$ cat config.mk
export PLATFORM = sky130hd
export DESIGN_NAME = mid_result_reader_flat
export DESIGN_NICKNAME = d
export VERILOG_FILES = /design/src/rtl/mid_result_reader_pkg.sv /design/src/rtl/mid_result_reader_if.sv /design/src/rtl/mid_result_reader_argmax_tracker.sv /design/src/rtl/mid_result_reader.sv /design/src/flat_wrapper.sv
export SDC_FILE = /design/constraint.sdc
export NUM_CORES = 1
export LEC_CHECK = 0
export ABC_AREA = 1
export CAP_MARGIN = 20
export CELL_PAD_IN_SITES_DETAIL_PLACEMENT = 0
export CELL_PAD_IN_SITES_GLOBAL_PLACEMENT = 1
export CORE_AREA = 4 4 423 425
export DETAILED_ROUTE_END_ITERATION = 6
export DIE_AREA = 0 0 427 429
export PLACE_DENSITY = 0.51
export SYNTH_ARGS = -nofsm -noshare
export SYNTH_HDL_FRONTEND = slang
export SYNTH_SLANG_ARGS = --single-unit
$ cat constraint.sdc
create_clock -name clk -period 95.2 [get_ports clk]
set_input_delay 14.28 -clock clk [delete_from_list [all_inputs] [get_ports clk]]
set_output_delay 14.28 -clock clk [all_outputs]
set_load 0.02 [all_outputs]
$ cat src/rtl/mid_result_reader_pkg.sv
// mid_result_reader_pkg
// Shared definitions for the intermediate-result SRAM read/write control:
//   - state_t        : drain/fill sequencing states (IDLE/REQ/CAPT/STREAM/FIN)
//   - NUM_BANKS_DEF  : default number of SRAM banks (row width in words)
//   - DATA_WIDTH_DEF : default word width (signed two's complement)
//   - IDX_WIDTH      : width of the element index carried on the stream
package mid_result_reader_pkg;

  localparam int NUM_BANKS_DEF  = 64;
  localparam int DATA_WIDTH_DEF = 16;
  localparam int IDX_WIDTH      = 8;

  typedef enum logic [2:0] {
    IDLE   = 3'd0,
    REQ    = 3'd1,
    CAPT   = 3'd2,
    STREAM = 3'd3,
    FIN    = 3'd4
  } state_t;

endpackage

$ cat src/rtl/mid_result_reader_if.sv
// mid_result_reader_if
// Valid/ready element stream leaving the result reader.
//   out_valid : word valid            (master -> slave)
//   out_ready : downstream accepts    (slave  -> master)
//   out_data  : element value         (master -> slave)
//   out_index : element index n       (master -> slave)
//   out_last  : final element marker  (master -> slave)
interface mid_result_reader_if #(
  parameter int DATA_WIDTH = 16
) ();
  logic                  out_valid;
  logic                  out_ready;
  logic [DATA_WIDTH-1:0] out_data;
  logic [7:0]            out_index;
  logic                  out_last;

  modport master (
    output out_valid, out_data, out_index, out_last,
    input  out_ready
  );

  modport slave (
    input  out_valid, out_data, out_index, out_last,
    output out_ready
  );
endinterface

$ cat src/rtl/mid_result_reader_argmax_tracker.sv
// argmax_tracker
// Running signed maximum with index over a stream of handshaked words.
// Ports:
//   clk, rst      : clock, synchronous active-high reset
//   i_clear       : new drain accepted; drops o_max_valid
//   i_valid       : a word was handshaked this cycle
//   i_first       : the handshaked word is the first of the drain
//   i_last        : the handshaked word is the final element
//   i_data        : word value (signed)
//   i_index       : word index
//   o_max_valid   : result valid, rises with the final word, held until i_clear
//   o_max_index   : index of the largest word (lowest index on ties)
//   o_max_value   : largest word value
module argmax_tracker #(
  parameter int DATA_WIDTH = 16,
  parameter int IDX_WIDTH  = 8
) (
  input  logic                  clk,
  input  logic                  rst,
  input  logic                  i_clear,
  input  logic                  i_valid,
  input  logic                  i_first,
  input  logic                  i_last,
  input  logic [DATA_WIDTH-1:0] i_data,
  input  logic [IDX_WIDTH-1:0]  i_index,
  output logic                  o_max_valid,
  output logic [IDX_WIDTH-1:0]  o_max_index,
  output logic [DATA_WIDTH-1:0] o_max_value
);

  logic                  r_max_valid;
  logic [IDX_WIDTH-1:0]  r_max_index;
  logic [DATA_WIDTH-1:0] r_max_value;
  logic                  w_greater;

  // Strict compare keeps the earliest index when values tie.
  assign w_greater = $signed(i_data) > $signed(r_max_value);

  always_ff @(posedge clk) begin
    if (rst) begin
      r_max_valid <= 1'b0;
      r_max_index <= '0;
      r_max_value <= '0;
    end else if (i_clear) begin
      r_max_valid <= 1'b0;
    end else if (i_valid) begin
      if (i_first || w_greater) begin
        r_max_index <= i_index;
        r_max_value <= i_data;
      end
      if (i_last) begin
        r_max_valid <= 1'b1;
      end
    end
  end

  assign o_max_valid = r_max_valid;
  assign o_max_index = r_max_index;
  assign o_max_value = r_max_value;

endmodule

$ cat src/rtl/mid_result_reader.sv
// mid_result_reader
// Drains the banked intermediate-result SRAM row by row and serialises each
// row as an ordered valid/ready element stream. Element n lives at bank
// n % NUM_BANKS, address n / NUM_BANKS; the final row may be partial.
// Optional feature: define ARGMAX_EN to track the signed argmax of the
// drained elements; when undefined the max_* outputs are tied to 0.
// Ports:
//   clk, rst   : clock, synchronous active-high reset
//   start      : one-cycle drain request, honoured only in IDLE
//   busy       : high from the cycle after an accepted start through done
//   done       : one-cycle pulse after the final stream handshake
//   mem_addr   : shared read address to all banks
//   mem_rdata  : concatenated bank outputs, one cycle after mem_addr
//   out_if     : element stream (valid/ready, data, index, last)
//   max_valid, max_index, max_value : argmax result
module mid_result_reader
  import mid_result_reader_pkg::*;
#(
  parameter int NUM_BANKS  = NUM_BANKS_DEF,
  parameter int DATA_WIDTH = DATA_WIDTH_DEF,
  parameter int ADDR_WIDTH = 2,
  parameter int NUM_WORDS  = 200
) (
  input  logic                            clk,
  input  logic                            rst,
  input  logic                            start,
  output logic                            busy,
  output logic                            done,
  output logic [ADDR_WIDTH-1:0]           mem_addr,
  input  logic [NUM_BANKS*DATA_WIDTH-1:0] mem_rdata,
  mid_result_reader_if.master             out_if,
  output logic                            max_valid,
  output logic [IDX_WIDTH-1:0]            max_index,
  output logic [DATA_WIDTH-1:0]           max_value
);

  localparam int BANK_W = $clog2(NUM_BANKS);

  state_t                r_state;
  logic [ADDR_WIDTH-1:0] r_row;
  logic [ADDR_WIDTH-1:0] r_mem_addr;
  logic [IDX_WIDTH-1:0]  r_n;
  logic [BANK_W-1:0]     r_bank;
  logic                  r_valid;
  logic                  r_busy;
  logic                  r_done;
  logic [DATA_WIDTH-1:0] r_rowbuf [NUM_BANKS];

  logic                  w_hs;
  logic                  w_is_last;
  logic                  w_start_ok;
  logic [DATA_WIDTH-1:0] w_word;

  assign w_hs       = r_valid && out_if.out_ready;
  assign w_is_last  = (r_n == IDX_WIDTH'(NUM_WORDS - 1));
  assign w_start_ok = (r_state == IDLE) && start;
  assign w_word     = r_rowbuf[r_bank];

  // Sequencer. mem_addr is loaded on the transition into REQ so the SRAM
  // sees the row address during the REQ cycle and returns data in CAPT.
  always_ff @(posedge clk) begin
    if (rst) begin
      r_state    <= IDLE;
      r_row      <= '0;
      r_mem_addr <= '0;
      r_n        <= '0;
      r_bank     <= '0;
      r_valid    <= 1'b0;
      r_busy     <= 1'b0;
      r_done     <= 1'b0;
    end else begin
      r_done <= 1'b0;
      case (r_state)
        IDLE: begin
          r_mem_addr <= '0;
          if (start) begin
            r_state <= REQ;
            r_row   <= '0;
            r_n     <= '0;
            r_bank  <= '0;
            r_busy  <= 1'b1;
          end
        end
        REQ: begin
          r_state <= CAPT;
        end
        CAPT: begin
          r_state <= STREAM;
          r_valid <= 1'b1;
        end
        STREAM: begin
          if (w_hs) begin
            r_n <= r_n + 1'b1;
            if (w_is_last) begin
              r_valid <= 1'b0;
              r_done  <= 1'b1;
              r_state <= FIN;
            end else if (r_bank == BANK_W'(NUM_BANKS - 1)) begin
              r_valid    <= 1'b0;
              r_bank     <= '0;
              r_row      <= r_row + 1'b1;
              r_mem_addr <= r_row + 1'b1;
              r_state    <= REQ;
            end else begin
              r_bank <= r_bank + 1'b1;
            end
          end
        end
        FIN: begin
          r_busy  <= 1'b0;
          r_state <= IDLE;
        end
        default: begin
          r_state <= IDLE;
          r_valid <= 1'b0;
          r_busy  <= 1'b0;
        end
      endcase
    end
  end

  // Row buffer: one word per bank, captured while the SRAM output is valid.
  // Contents only reach the outputs while out_valid is high, so no reset.
  generate
    for (genvar gi = 0; gi < NUM_BANKS; gi++) begin : g_rowbuf
      always_ff @(posedge clk) begin
        if (r_state == CAPT) begin
          r_rowbuf[gi] <= mem_rdata[gi*DATA_WIDTH +: DATA_WIDTH];
        end
      end
    end
  endgenerate

  assign busy     = r_busy;
  assign done     = r_done;
  assign mem_addr = r_mem_addr;

  // Stream fields are forced to 0 outside STREAM so idle/reset outputs are 0.
  assign out_if.out_valid = r_valid;
  assign out_if.out_data  = r_valid ? w_word : '0;
  assign out_if.out_index = r_valid ? r_n : '0;
  assign out_if.out_last  = r_valid && w_is_last;

`ifdef ARGMAX_EN
  argmax_tracker #(
    .DATA_WIDTH (DATA_WIDTH),
    .IDX_WIDTH  (IDX_WIDTH)
  ) u_argmax (
    .clk         (clk),
    .rst         (rst),
    .i_clear     (w_start_ok),
    .i_valid     (w_hs),
    .i_first     (r_n == '0),
    .i_last      (w_is_last),
    .i_data      (w_word),
    .i_index     (r_n),
    .o_max_valid (max_valid),
    .o_max_index (max_index),
    .o_max_value (max_value)
  );
`else
  logic w_unused;
  assign w_unused  = w_start_ok;
  assign max_valid = 1'b0;
  assign max_index = '0;
  assign max_value = '0;
`endif

endmodule
$ cat src/flat_wrapper.sv
// flat-port wrapper written by rule: the top's interface ports become plain ports
module mid_result_reader_flat import mid_result_reader_pkg::*;
#(
  parameter int NUM_BANKS  = NUM_BANKS_DEF,
  parameter int DATA_WIDTH = DATA_WIDTH_DEF,
  parameter int ADDR_WIDTH = 2,
  parameter int NUM_WORDS  = 200
)
  (clk, rst, start, busy, done, mem_addr, mem_rdata, max_valid, max_index, max_value, out_if_out_valid, out_if_out_data, out_if_out_index, out_if_out_last, out_if_out_ready);
  mid_result_reader_if #(.DATA_WIDTH(DATA_WIDTH)) out_if_i ();
  input  logic clk;
  input  logic rst;
  input  logic start;
  output logic busy;
  output logic done;
  output logic [ADDR_WIDTH-1:0] mem_addr;
  input  logic [NUM_BANKS*DATA_WIDTH-1:0] mem_rdata;
  output logic max_valid;
  output logic [IDX_WIDTH-1:0] max_index;
  output logic [DATA_WIDTH-1:0] max_value;
  output wire logic [$bits(out_if_i.out_valid)-1:0] out_if_out_valid;
  output wire logic [$bits(out_if_i.out_data)-1:0] out_if_out_data;
  output wire logic [$bits(out_if_i.out_index)-1:0] out_if_out_index;
  output wire logic [$bits(out_if_i.out_last)-1:0] out_if_out_last;
  input wire logic [$bits(out_if_i.out_ready)-1:0] out_if_out_ready;
  assign out_if_out_valid = out_if_i.out_valid;
  assign out_if_out_data = out_if_i.out_data;
  assign out_if_out_index = out_if_i.out_index;
  assign out_if_out_last = out_if_i.out_last;
  assign out_if_i.out_ready = out_if_out_ready;
  mid_result_reader #(.NUM_BANKS(NUM_BANKS), .DATA_WIDTH(DATA_WIDTH), .ADDR_WIDTH(ADDR_WIDTH), .NUM_WORDS(NUM_WORDS)) u_core (.clk(clk), .rst(rst), .start(start), .busy(busy), .done(done), .mem_addr(mem_addr), .mem_rdata(mem_rdata), .out_if(out_if_i), .max_valid(max_valid), .max_index(max_index), .max_value(max_value));
endmodule
==> flow_summary.ini, run 1 <==
[logic_synthesis]
synth_xor_area_share_pct = 0.02040
synthTopCellsByCount = nand2_1 (1330), edfxtp_1 (1024), nand3_1 (872), buf_2 (107), buf_4 (53)
avgSynthCellArea_sq_um = 11.78
ys_seq_area_share_pct = 73.02
yosys.area_share.simple_pct = 22.18
synth_top_cell_by_area = edfxtp_1
synthMuxAreaShare_pct = 0
synth_top_family_by_area = simple AND/OR/NAND/NOR gates
yosysMostFrequentCell = nand2_1
synth_edf_count = 1024
synth_area_leaders = edfxtp_1 (72%), nand2_1 (12%), nand3_1 (10%), dfxtp_1 (1.4%), buf_2 (1.2%)
ys_ff_latch = 1054
synth_adder_area_share_pct = 0.05829
synth_compound_area_share_pct = 0.6936
synthFlopType = edfxtp_1
synthArstFlopShare_pct = 0
synthCells = 3644
synth_top_area_share_pct = 71.62
synth_cell_types = 29
ys_warn_count = 0
synthesis.area_sq_um = 42930

[power_and_ir_drop]
cellLeakagePower_nw = 21.23
finalPower_mw = 1.391
p_sw_share_pct = 29.95
pwr-share-comb_pct = 19.8
vdd_drop_max_v = 0.00001368
clkPwrFrac_pct = 34.4
sequentialPowerShare_pct = 45.8
p_switching_uw = 416.6
p_per_area_nw_per_um2 = 23.36
p_int_uw = 974.3

[clock_network]
cts_resized = 0
cts.sinks = 1054
post_cts_buffers = 0
cts.htree.levels = 4
cts_hold_buf = 0
cts.clk_slew.worst_paths_ns = 0.06
clockBufferDepth = 3
clk_latency_ns = 0.79
clockRootBuffer = clkbuf_16
cts_made_buffers = 133
cts_tree = yes

[place]
dp_hpwl_mm = 141.5
post_dp_cell_area_sq_um = 55400
io_buffers = 1057
place.gp.congestion = 0.8501
placed_cells = 6860
post-place-ws_ns = 75.76

[sta]
finalSetupTns_ns = 0
max_freq_ghz = 0.04957
skew_ns = 0.02769
setup_viol = 0
hold-worst-slack_ns = 0.4806
drv_slew = 0
tightestPinTransition_ns = 1.084
slew-limit-headroom_pct = 27.72
finalCritPeriodShare_pct = 21.19
rsz0062_at_grt = false
fin_crit_ns = 20.18
hold_viol_final = 0
layout_setup_ws_ns = 75.02

[setup_path]
end_kind = output port
path_max_fanout = 136
worstSetupPathType = flop to output port
crit_path_start_kind = flop
cp.required_ns = 80.92
reg2regPathDepth = 7
cp.arrival_ns = 5.90
reg2reg_from = u_core.r_state[0]$_SDFFE_PP0P_

[drt]
dr.pass1.iters = 6
vias = 32171
drtAntennaViolNets = 0
routed_wl_mm = 196.0
post_drt_wl_per_cell_um = 27.44
route.met3.wl_mm = 12.14
initialDrtViolationCount = 2660
wl_met1_mm = 77.48
wl_met2_mm = 101.4
drc = 0
viasPerCell = 4.504
top_layer = met5

[grt]
grt_max_degree = 145
antenna_found_initial = 99
grt_pass1_vias = 31912
grt_pass1_wl_mm = 262.1
grt_overflow = 0
track_usage_pct = 20.63

[cells_and_area]
fin_util_pct = 33.96
stdcell_count = 7143
nNetsFinal = 5685
drive_gt1_share_pct = 4.919
syn_to_final_growth_pct = 38.70
fillerInstances = 17748
fin_area_sq_um = 59550

[die]
num_rows = 154
pin_count = 1083
die_h_um = 429
dieArea_sq_um = 183200
dieWidth_um = 427
core_area_sq_um = 175300
initial_core_util_pct = 24.48

[min_path]
hp-class = flop to flop
min-delay-start = u_core.r_row[1]$_SDFFE_PP0P_
min_path_cells = 2

[status]
status = finished clean

[run]
maxCapViolations = 0
## power by group through the flow
stage                     combinational [mW]  clock (mW)  sequential (mW)
after floorplan                        0.161           0            0.812
after global placement                 0.282           0            0.646
after detailed placement               0.283           0            0.645
after CTS                              0.283       0.492            0.637
after global routing                   0.306       0.511            0.643
final                                  0.276       0.479            0.637
## routing by layer
layer | vias up | GRT usage [%]
met2 | 1121 | 36.51
met4 | 24 | 6.599
li1 | 14849 | -
met5 | - | 0
met1 | 15864 | 24.51
met3 | 313 | 4.960
## sequential cells by signal, indices dropped and copies added, names as in the netlist, 2 cells and up, named ones only
name and count:
u_core.r_row 2, u_core.mem_addr 2, u_core.r_state 3, u_core.r_rowbuf 1024, u_core.r_n 8, u_core.r_bank 6
## final timing paths
| kind | slack [ns] | end |
|---|---|---|
| hold / removal | 0.48 | u_core.r_row[1]$_SDFFE_PP0P_ |
| hold reg to reg | 0.48 | u_core.r_row[1]$_SDFFE_PP0P_ |
| setup / recovery | 75.02 | out_if_out_data[9] |
| setup reg to reg | 89.92 | u_core.r_rowbuf[39][9]$_DFFE_PP_ |
## final cells by class
class	instances	area [sq um]	area share (%)
sequential	1054	31370	52.68
timing repair buffer	1103	10960	18.41
multi-input combinational	2323	9956	16.72
clock buffer	177	3618	6.077
tap	2340	2928	4.917
clock inverter	60	407.9	0.6850
inverter	40	191.4	0.3215
antenna	46	115.1	0.1933
## critical path, stage by stage (launching register included)
cell,delay (ns)
dfxtp_4,0.54
clkinv_16,0.28
buf_4,0.70
buf_4,0.74
buf_4,0.77
nand2_1,0.12
nand3_1,0.10
nand3_1,0.08
nand2_1,0.10
nand2_1,0.05
nand3_1,0.24
nand3_1,0.13
a21oi_1,0.36
clkdlybuf4s50_1,0.69
## layout by cell type (no fill, tap or decap), drive strengths merged
cell,n
conb,25
nor3,8
clkdlybuf4s50,1057
nand3,872
dfxtp,30
edfxtp,1024
clkinv,52
ha,2
clkbuf,177
o21bai,1
a31oi,1
bufinv,3
nor2,23
a21o,1
diode,46
buf,46
inv,45
a21oi,40
nand4,4
or2,1
o21ai,13
xor2,1
nand2,1331
## logic make-up after synthesis
logic type,count (synthesis)
DFF,1054
other,1
adders and majority gates,2
xor gates and xnor gates,1
buffers and inverters,291
AOI/OAI and AO/OA,56
and+or+nand+nor,2239
Power figures use the tool's default switching activity.
==> inputs of run 2 (changes only) <==
--- a/config.mk
+++ b/config.mk
@@ -9,10 +9,10 @@
 export CAP_MARGIN = 20
 export CELL_PAD_IN_SITES_DETAIL_PLACEMENT = 0
 export CELL_PAD_IN_SITES_GLOBAL_PLACEMENT = 1
-export CORE_AREA = 4 4 423 425
+export CORE_AREA = 4 4 414 416
 export DETAILED_ROUTE_END_ITERATION = 6
-export DIE_AREA = 0 0 427 429
-export PLACE_DENSITY = 0.51
+export DIE_AREA = 0 0 418 420
+export PLACE_DENSITY = 0.53
 export SYNTH_ARGS = -nofsm -noshare
 export SYNTH_HDL_FRONTEND = slang
 export SYNTH_SLANG_ARGS = --single-unit
==> constraint.sdc (replaced) <==
create_clock -name clk -period 19.7 [get_ports clk]
set_input_delay 2.955 -clock clk [delete_from_list [all_inputs] [get_ports clk]]
set_output_delay 2.955 -clock clk [all_outputs]
set_load 0.02 [all_outputs]
==> run 2 against run 1 <==
  * Non-clock buffer count shrank 5
  * Critical path depth shrank 2
  * Sequential share of layout area grew 0.11 points
  * Utilization grew 1.6 points
  * Worst setup slack lost 64 ns
  * Combinational power grew to 4.9 times the previous value
  * Count of clock-buffer cells in the layout grew 4
  * Die area shrank 4.2%
  * Register-to-register slack lost 75 ns
  * Cell area shrank 0.21%
  * Sequential cell count is the same
  * Critical path type unchanged
  * Critical endpoint is now out_if_out_data[3]
  * Highest routed layer unchanged
==> flow_summary.ini, run 2 (synthesis gave the netlist of run 1 again) <==
[clock_network]
cts.sinks = 1054
cts_resized = 0
clockRootBuffer = clkbuf_16
post_cts_buffers = 0
clockBufferDepth = 3
cts_hold_buf = 0
cts_made_buffers = 130
cts.clk_slew.worst_paths_ns = 0.06
cts.htree.levels = 4
cts_tree = yes
clk_latency_ns = 0.76

[cells_and_area]
nNetsFinal = 5677
drive_gt1_share_pct = 4.802
syn_to_final_growth_pct = 38.40
layout_common_cells = nand2_1 (1330), clkdlybuf4s50_1 (1057), edfxtp_1 (1024), nand3_1 (872), clkbuf_16 (135)
regMostFlops = u_core.r_rowbuf
largest_reg_flops = 1024
reg_top3 = u_core.r_rowbuf x1024, u_core.r_n x8, u_core.r_bank x6
fin_area_sq_um = 59420
mostFrequentLayoutCell = nand2_1

[place]
io_buffers = 1057
post_dp_cell_area_sq_um = 55230
dp_hpwl_mm = 143.1
post-place-ws_ns = 11.67
place.gp.congestion = 0.8446

[drt]
routed_wl_mm = 197.3
dr.pass1.iters = 6
vias = 32177
post_drt_wl_per_cell_um = 28.20
initialDrtViolationCount = 2714
drc = 0
viasPerCell = 4.599
drtAntennaViolNets = 0

[die]
initial_core_util_pct = 25.67
dieWidth_um = 418
pin_count = 1083
dieArea_sq_um = 175600
die_h_um = 420
num_rows = 150
core_area_sq_um = 167200

[sta]
hold_viol_final = 0
layout_setup_ws_ns = 11.05
tightestPinTransition_ns = 1.157
rsz0062_at_grt = false
setup_viol = 0
max_freq_ghz = 0.1156
slew-limit-headroom_pct = 22.86
finalSetupTns_ns = 0
drv_slew = 0
finalCritPeriodShare_pct = 43.90
fin_crit_ns = 8.648
skew_ns = 0.03730

[power_and_ir_drop]
p_per_area_nw_per_um2 = 113.7
vdd_drop_max_v = 0.00007162
cellLeakagePower_nw = 21.22

[grt]
antenna_found_initial = 103
grt_max_degree = 220
grt_overflow = 0
grt_pass1_wl_mm = 262.5
grt_pass1_vias = 32327
track_usage_pct = 21.56

[setup_path]
path_max_fanout = 58
crit_path_start_kind = flop
cp.arrival_ns = 5.69
end_kind = output port
cp.required_ns = 16.75
worstSetupPathType = flop to output port

[run]
maxCapViolations = 0

[min_path]
hp-class = flop to flop

[status]
status = finished clean
==> run 2: final cells by class <==
class | instances | area (sq um)
sequential | 1054 | 31370
antenna | 45 | 112.6
timing repair buffer | 1098 | 10960
multi-input combinational | 2323 | 9956
clock inverter | 52 | 493.0
inverter | 40 | 190.2
clock buffer | 181 | 3581
tap | 2204 | 2758
fill | 16636 | 107800
==> run 2: metrics by stage <==
step / total power [mW] / util, % / hold slack [ns] / std cells
detailed placement: 4.495 / 33.03 / 0.4663 / 6719
CTS: 6.858 / 35.47 / 0.4762 / 6952
global route: 7.078 / 35.51 / 0.5046 / 6982
finish: 6.753 / 35.53 / 0.4780 / 6997
global placement: 4.490 / 33.03 / 0.4550 / 6719
floorplan: 4.111 / - / 0.4434 / 3668
==> run 2: power breakdown <==
group	total (mW)	switching, mW	internal, mW
Clock	2.33	0.969	1.36
Sequential	3.07	0.114	2.96
Combinational	1.35	0.923	0.426
Total	6.75	2.01	4.75
==> run 2: critical path: stages (launching register included) <==
cell and delay [ns]:
dfxtp_4 0.90, inv_8 0.30, buf_4 0.51, buf_4 0.50
nand3_1 0.19, nand3_1 0.16, nand2_1 0.18, nand2_1 0.09
nand3_1 0.29, nand3_1 0.12, a21oi_1 0.75, clkdlybuf4s50_1 0.76
==> run 2: final timing paths <==
| check | from | end | slack [ns] | cells after the start |
|---|---|---|---|---|
| hold reg to reg | u_core.r_row[1]$_SDFFE_PP0P_ | u_core.r_row[1]$_SDFFE_PP0P_ | 0.48 | 2 |
| setup reg to reg | u_core.r_state[2]$_SDFFE_PP0P_ | u_core.r_rowbuf[62][13]$_DFFE_PP_ | 14.87 | 8 |
| hold / removal | u_core.r_row[1]$_SDFFE_PP0P_ | u_core.r_row[1]$_SDFFE_PP0P_ | 0.48 | 2 |
| setup / recovery | flop | out_if_out_data[3] | 11.05 | 11 |
==> run 2: per-layer routing <==
layer	share of wire, %	up-vias	global-route usage [%]
li1	-	14804	-
met1	39	15879	25.41
met2	52	1157	39.07
met3	6.1	311	4.987
met4	2.3	26	6.087
met5	0.090	-	0
==> inputs of run 3 (changes only) <==
==> constraint.sdc (replaced) <==
create_clock -name clk -period 8.2 [get_ports clk]
set_input_delay 1.23 -clock clk [delete_from_list [all_inputs] [get_ports clk]]
set_output_delay 1.23 -clock clk [all_outputs]
set_load 0.02 [all_outputs]
==> run 3 against run 2 <==
  * Total power up 140%
  * Cell area about the same
  * Sequential power up 140%
  * Via count down 0.51%
  * Clock power up 140%
  * Non-clock buffer count down 4
  * Largest power group unchanged
==> flow_summary.ini, run 3 (synthesis gave the netlist of run 1 again) <==
[place]
post-place-ws_ns = 2.613
dp_hpwl_mm = 143.2
place.gp.congestion = 0.8526
placed_cells = 6715
io_buffers = 1057

[drt]
vias = 32012
routed_wl_mm = 197.3
dr.pass1.iters = 5
initialDrtViolationCount = 2780
drtAntennaViolNets = 0
post_drt_wl_per_cell_um = 28.21
drc = 0
viasPerCell = 4.576

[clock_network]
cts_tree = yes
clockRootBuffer = clkbuf_16
cts_hold_buf = 0
cts.clk_slew.worst_paths_ns = 0.06
cts_made_buffers = 130
cts_resized = 0
cts.sinks = 1054
cts.htree.levels = 4
post_cts_buffers = 0
clockBufferDepth = 3
clk_latency_ns = 0.77

[grt]
gr-usage-met1_pct = 25.90
busiest_layer = met2
antenna_found_initial = 99
met3_usage_pct = 4.851
grtUsageMet2_pct = 38.81
grt_pass1_wl_mm = 262.9
grt_max_degree = 257
track_usage_pct = 21.65
grt_pass1_vias = 32143
grt_overflow = 0

[min_path]
hold_end = u_core.busy$_SDFFE_PP0P_
min-delay-start = u_core.busy$_SDFFE_PP0P_
hp-class = flop to flop
min_path_cells = 2

[setup_path]
worstSetupPathType = flop to output port
cp.arrival_ns = 5.23
reg2regPathDepth = 5
reg2reg_from = u_core.r_state[2]$_SDFFE_PP0P_
cpMostUsedCell = nand3_1
crit_buf_inv = 3
crit_path_start_kind = flop
slowest_stage = dfxtp_4
rrSetupSlack_ns = 5.43
cpPeakStageDelay_ns = 0.75
end_kind = output port
crit_chain = clkinv_16 -> buf_4 -> nand2_1 -> nand3_1 -> nand3_1 -> nand2_1 -> nand2_1 -> nand3_1 -> nand3_1 -> a21oi_1 -> clkdlybuf4s50_1
path_delay_family = buffers and inverters
path_max_fanout = 256
cp.required_ns = 6.97
reg2reg_to = u_core.r_rowbuf[8][6]$_DFFE_PP_

[die]
dieWidth_um = 418
core_area_sq_um = 167200
dieArea_sq_um = 175600
initial_core_util_pct = 25.67
num_rows = 150
pin_count = 1083
die_h_um = 420

[sta]
finalCritPeriodShare_pct = 78.72
hold_viol_final = 0
skew_ns = 0.02082
layout_setup_ws_ns = 1.745
rsz0062_at_grt = false
max_freq_ghz = 0.1549
drv_slew = 0
hold-worst-slack_ns = 0.4616
fin_crit_ns = 6.455
tightestPinTransition_ns = 1.269
slew-limit-headroom_pct = 15.40
finalSetupTns_ns = 0
setup_viol = 0

[run]
maxCapViolations = 0

[status]
status = finished clean

[cells_and_area]
fillerInstances = 16695
drive_gt1_share_pct = 4.935
largest_reg_flops = 1024
stdcell_count = 6995
syn_to_final_growth_pct = 38.47
layout_common_cells = nand2_1 (1329), clkdlybuf4s50_1 (1057), edfxtp_1 (1024), nand3_1 (872), clkbuf_16 (134)
seq_area_sq_um = 31370
multi_input_area_sq_um = 9958
reg_top3 = u_core.r_rowbuf x1024, u_core.r_n x8, u_core.r_bank x6
nNetsFinal = 5673
regMostFlops = u_core.r_rowbuf
mostFrequentLayoutCell = nand2_1

[power_and_ir_drop]
vdd_drop_max_v = 0.0002097
p_per_area_nw_per_um2 = 275.0
finalPower_mw = 16.35
cellLeakagePower_nw = 21.21
[run 3: changes by cell type in the layout (fill, tap and decap cells not counted), sizes merged]
| cell | delta |
|---|---|
| clkbuf | -20 |
| clkinvlp | +5 |
| diode | +4 |
| buf | -4 |
| clkinv | +13 |
[run 3: how the worst max path moves through the flow]
stage                                         from                        to  slack, ns  cells past startpoint
floorplan           u_core.r_state[2]$_SDFFE_PP0P_  u_core.busy$_SDFFE_PP0P_      -8.24                      7
global placement                              flop        out_if_out_data[5]       2.19                     11
detailed placement                            flop        out_if_out_data[1]       2.61                     10
CTS                                           flop        out_if_out_data[1]       1.76                     10
global route                                  flop        out_if_out_data[1]       1.58                     10
finish                                        flop        out_if_out_data[1]       1.74                     11
[run 3: final cells by class]
| cell class | instances | area share (%) |
|---|---|---|
| Sequential cell | 1054 | 52.76 |
| Timing Repair Buffer | 1094 | 18.48 |
| Antenna cell | 49 | 0.2063 |
| Clock buffer | 161 | 5.811 |
| Tap cell | 2204 | 4.639 |
| Inverter | 40 | 0.3199 |
| Clock inverter | 70 | 1.027 |
| Multi-Input combinational cell | 2323 | 16.75 |
[run 3: per-stage QoR]
stage,instance area (sq um),util [%]
final,59450,35.55
after global routing,59400,35.52
after CTS,59330,35.48
after floorplan,43030,-
after global placement,55250,33.04
after detailed placement,55260,33.05
[run 3: power by group]
part | internal [mW] | switching, mW
Sequential | 7.11 | 0.271
Combinational | 1.04 | 2.33
Clock | 3.23 | 2.37
[run 3: layer usage]
metal | up-vias | share of wire [%]
met5 | - | 0.057
met3 | 313 | 5.8
met4 | 18 | 2.7
met1 | 15782 | 40
met2 | 1087 | 52
li1 | 14812 | -
[run 3: worst min-delay path: stages, from the launching register on]
cell and delay [ns]:
dfxtp_1 0.31, nand2_1 0.05, a21oi_1 0.05
